## src/rtl/instr_mem.sv

```systemverilog
// Instruction memory: DEPTH x DATA_W words with a built-in default program restored on reset.
// Registered read (1-cycle latency, read-first on collisions) and synchronous write port.
module instr_mem #(
  parameter int unsigned ADDR_W = 4,
  parameter int unsigned DATA_W = 5,
  parameter int unsigned DEPTH  = 16
) (
  input  logic              clk,
  input  logic              rst,
  input  logic [ADDR_W-1:0] read_addr,
  output logic [DATA_W-1:0] read_data,
  input  logic              wr_en,
  input  logic [ADDR_W-1:0] wr_addr,
  input  logic [DATA_W-1:0] wr_data
);

  logic [DATA_W-1:0] mem_q [DEPTH];
  logic [DATA_W-1:0] mem_d [DEPTH];
  logic [DATA_W-1:0] read_data_q;

  // Boot program image; words beyond the first sixteen default to zero.
  function automatic logic [DATA_W-1:0] default_word(input int unsigned idx);
    logic [DATA_W-1:0] w;
    case (idx)
      0:       w = DATA_W'(8'h01);
      1:       w = DATA_W'(8'h02);
      2:       w = DATA_W'(8'h04);
      3:       w = DATA_W'(8'h08);
      4:       w = DATA_W'(8'h10);
      5:       w = DATA_W'(8'h03);
      6:       w = DATA_W'(8'h05);
      7:       w = DATA_W'(8'h06);
      8:       w = DATA_W'(8'h09);
      9:       w = DATA_W'(8'h0A);
      10:      w = DATA_W'(8'h0C);
      11:      w = DATA_W'(8'h11);
      12:      w = DATA_W'(8'h12);
      13:      w = DATA_W'(8'h14);
      14:      w = DATA_W'(8'h18);
      15:      w = DATA_W'(8'h1F);
      default: w = '0;
    endcase
    return w;
  endfunction

  always_comb begin
    mem_d = mem_q;
    if (wr_en) begin
      mem_d[wr_addr] = wr_data;
    end
  end

  // Read samples mem_q (pre-write contents), giving read-first behaviour.
  always_ff @(posedge clk or posedge rst) begin
    if (rst) begin
      for (int unsigned i = 0; i < DEPTH; i++) begin
        mem_q[i] <= default_word(i);
      end
      read_data_q <= '0;
    end else begin
      mem_q       <= mem_d;
      read_data_q <= mem_q[read_addr];
    end
  end

  assign read_data = read_data_q;

endmodule

```

## config.mk

```make
export PLATFORM = sky130hd
export DESIGN_NAME = instr_mem
export DESIGN_NICKNAME = d
export VERILOG_FILES = /design/src/rtl/instr_mem.sv
export SDC_FILE = /design/constraint.sdc
export NUM_CORES = 1
export LEC_CHECK = 0
export ABC_AREA = 1
export CAP_MARGIN = 10
export CORE_MARGIN = 2
export CORE_UTILIZATION = 45
export CTS_CLUSTER_SIZE = 25
export DETAILED_ROUTE_END_ITERATION = 16
export GPL_ROUTABILITY_DRIVEN = 0
export GPL_TIMING_DRIVEN = 0
export PLACE_DENSITY_LB_ADDON = 0.3
export SLEW_MARGIN = 10
export SYNTH_ARGS = -nofsm -noshare
export SYNTH_HDL_FRONTEND = slang
export SYNTH_SLANG_ARGS = --single-unit
export TNS_END_PERCENT = 30
```

## constraint.sdc

```tcl
create_clock -name clk -period 3.3 [get_ports clk]
set_input_delay 0.66 -clock clk [delete_from_list [all_inputs] [get_ports clk]]
set_output_delay 0.66 -clock clk [all_outputs]
set_load 0.01 [all_outputs]
```

# Word-level counts from Yosys, hierarchy flattened
# Index checks and enable logic that the tools add are counted.
# totals
elab_cells,29
input_bits,16
reg_bits,85
output_inout_bits,5
# op_classes
n_reduce_logical,1
mux,6
order_cmp,3
bitwise,2
# ops
operator,count
$bwmux 80,1
$bmux 5 s4,1
$demux 5 s4,1
$mux 5,3
$ge 5x5->1 const B,2
$not 4->5,2
$lt 5x1->1 const B,1
$logic_and 1x1->1,1

# Longest topological paths before layout
# logic_depth
word_depth,6
ltp_mapped,9
depth_no_buf,7

# Worst setup path after synthesis
# OpenSTA, ideal clock, no wires.
# synth_timing
kind,input-to-reg
startpoint,input port read_addr[0]
endpoint,register read_data_q[1] (netlist: read_data[1])
n_path_buf,3
t_required_ns,3.183
slack_ns,1.782
path_stages,9
t_arrival_ns,1.400
setup_time_ns,0.117
cell_sequence,buf_2 inv_1 buf_4 buf_6 nand2_1 nand3_1 nand3_1 nand3_1 nand2_1
# synth_between
elab_chain_len,4
# synth_lines
element,line,text
from (decl),10,"input logic [ADDR_W-1:0] read_addr,"
$not 4->5 (implied by the code),62,read_data_q <= mem_q[read_addr];
$bmux 5 s4,62,
$mux 5 (implied by the code) (2 in a row),62,
to (signal assigned),62,
to (decl),19,logic [DATA_W-1:0] read_data_q;
# No other way between the ends. The select of a mux whose other input is x is not followed.
# A chain may end at the register's enable or synchronous reset.

# Worst setup path after layout
# layout_timing
startpoint,input port wr_addr[1]
endpoint,register mem_q[6] in the netlist's numbering
# layout_between
elab_chain_len,6
elab_cells_between_ends,7
classes_between,2 x order compare; 3 x mux; 1 x bitwise; 1 x reduce/logical
# layout_lines
element,line,text
from (decl),13,"input logic [ADDR_W-1:0] wr_addr,"
$not 4->5 (implied by the code) (*),49,mem_d[wr_addr] = wr_data;
$ge 5x5->1 (implied by the code) / $lt 5x1->1 (equally long branches),49,
$logic_and 1x1->1 (implied by the code),49,
$mux 5 (implied by the code),49,
$demux 5 s4 (*),49,
$bwmux 80 (*),49,
"to (signal, indexed assignment)",57,mem_q[i] <= default_word(i);
to (signal assigned),61,mem_q <= mem_d;
to (decl),17,logic [DATA_W-1:0] mem_q [DEPTH];
# Mark *: on every way between the ends. The rest lies on a longest branch, timed or not.

==> run summary <==
Status = finished, final reports clean
Via Count = 3499
Cells after Synth = 537
Total Routed Length = 10.4 mm
Commonest non-fill, non-tap cell in the layout = nand2_1
Final min period = 1.92 ns
Final setup viols = 0
Area growth, synth to finish = 11.9%
RSZ-0062 raised after global routing = false
Post-synth EDFFs = 0
Pint = 1.89 mW
Kind of critical path = input port to flip-flop
Combinational share of power = 19.8%
Max Slew Vio Count = 0
Post-route cell area = 4640 µm²
Seq cells post-synth = 85
P per Cell Area = 578 nW/µm²
Depth of the worst register-to-register path = 5
IO buf count = 13
Worst Setup End Kind = flip-flop
Largest net degree at the start of global routing = 59
# rows = 35
Area after DPL = 4440 µm²
DRC = 0
First-pass GRT wire length = 17.2 mm
Hold-fix buffers, CTS = 0
Initial antenna violation count = 0
Seq/Total Area, Yosys = 52.2%
DR WL/cell = 15.3 µm
Worst R2R Setup Slack = 2.17 ns
Most frequent cells in the layout = nand2_1, inv_1, o21ai_0
FF-to-FF End = read_data[0]
Endpoint, Worst Hold = mem_q[40]
Nets = 578
Static Leakage = 2.23 nW
Fin. Hold Viols = 0
Worst-path fanout max = 10
Worst Path Arrival = 2.15 ns
Cell count of the worst hold path = 2
Psw = 0.795 mW
Hold_sp = mem_q[40]
Clk Latency, worst-skew pair = 0.36 ns
Fillers = 890
Hold slack = 0.487 ns
Syn_area_per_cell = 7.72 µm²
Clock share of power = 27.6%
Crit path launch type = input port
Max Cap Viol = 0
Die area = 9990 µm²
Overall global routing resource usage = 22.6%
Sequential Power Share = 52.6%
Post-DR vias/cell = 5.16
F_max = 521 MHz
Initial DRC count = 316
Actual slew at the worst max-slew pin = 0.636 ns
DP Worst Slack = 1.05 ns
Mapped Nets = 553
Drt pass-1 iters = 5
DP HPWL = 7.39 mm
Clock root buffer = clkbuf_8
Total CTS buffers = 9
Clock Skew = 0.0118 ns
Slew headroom = 57.4%
I/O pin count = 21
Core area = 9060 µm²
Reg2reg start = mem_q[15]
Period utilization = 58.1%
Initial Util = 45.7%
ANT nets after route = 0
Post-CTS setup buffer count = 0
Hold Path Class = flip-flop to flip-flop
Clk buf depth = 2
Height of the die = 100 µm
WP data required = 3.53 ns
Sw Ratio = 29.7%
Unique masters post-synth = 19
Post-CTS Resized = 0
Clk pin slew, worst setup/hold paths = 0.09 ns
H-tree Lvls = 3
Max VDD drop = 0.000281 V
CTS sink count = 85
Vias in the first global route = 3463
Syn Std Cell Area = 4140 µm²
Clock tree from TritonCTS = done
Grt total ovfl = 0
Final setup margin = 1.38 ns
Fraction of layout cells with a size suffix above 1 = 12.5%
Synth Warn # = 0
Diodes inserted = 0
Top FF cell, synth = dfrtp_1
DIE WIDTH = 100 µm
Post-synthesis async set-or-reset flop share = 100%
per-stage QoR:
stage / utilization [%] / cells / power, mW / setup TNS [ns]
2_1_floorplan: - / 537 / 1.78 / 0
3_3_place_gp: 48.7 / 661 / 1.93 / -43.75
3_5_place_dp: 49.0 / 662 / 1.96 / 0
4_1_cts: 51.2 / 678 / 2.70 / 0
5_1_grt: 51.2 / 678 / 2.86 / 0
6_report: 51.2 / 678 / 2.68 / 0
Yosys cell counts, types with 3 or more instances:
cell | instances | share of area, %
buf_1 | 7 | 0.63
buf_2 | 5 | 0.60
clkbuf_1 | 5 | 0.45
dfrtp_1 | 55 | 33
dfstp_2 | 30 | 19
inv_1 | 84 | 7.6
nand2_1 | 178 | 16
nand2_2 | 3 | 0.45
nand3_1 | 66 | 8.0
nand3_2 | 5 | 1.2
nor2_1 | 6 | 0.54
nor2_2 | 5 | 0.75
o21ai_0 | 80 | 9.7
routing by layer:
layer  track usage [%]  wire, µm
met1              30.0      4660
met2              36.9      4780
met3              3.34       637
met4              10.2       291
met5                 0         0
cell families (layout without fill, tap and decap cells):
logic type	count (synthesis)	count (layout)	share of synthesized area, %
AOI/OAI and AO/OA	80	80	9.66
buffers and inverters	105	135	10.1
and+or+nand+nor	267	267	28.0
DFF	85	85	52.2
final cells by class:
class	instances	area, µm²	share of cell area [%]
repair buffers	14	158	3.40
well taps	111	139	3.00
clock inverters	4	48.8	1.05
clock buffers	12	145	3.13
multi-input cells	347	1560	33.6
inverters	85	322	6.93
flip-flops and latches	85	2160	46.7
plain buffers	20	100	2.16
worst max-delay path: stages:
cell and delay [ns]:
clkdlybuf4s50_1 0.59, inv_1 0.10, nor2_1 0.17, nand2_1 0.13, nor2_2 0.34, o21ai_0 0.15
how the worst max path moves through the flow:
| stage | start | endpoint | depth (start not counted) |
|---|---|---|---|
| 5_1_grt | wr_addr[1] | mem_q[6] | 6 |
| 4_1_cts | read_data[3] | read_data[3] | 1 |
| 3_3_place_gp | rst | mem_q[21] | 2 |
| 3_5_place_dp | wr_addr[0] | mem_q[10] | 6 |
| 6_report | wr_addr[1] | mem_q[6] | 6 |
| 2_1_floorplan | rst | mem_q[10] | 1 |
state kept, by name, summed over array words and instances (netlist names):
register and count:
read_data 5, mem_q 80
power groups by stage:
stage | Clock, mW | Combinational [mW] | Sequential, mW
finish | 0.740 | 0.532 | 1.41
global route | 0.796 | 0.624 | 1.44
CTS | 0.754 | 0.532 | 1.41
detailed placement | 0 | 0.528 | 1.43
global placement | 0 | 0.508 | 1.42
floorplan | 0 | 0.376 | 1.41
(Power assumes the default switching activity.)
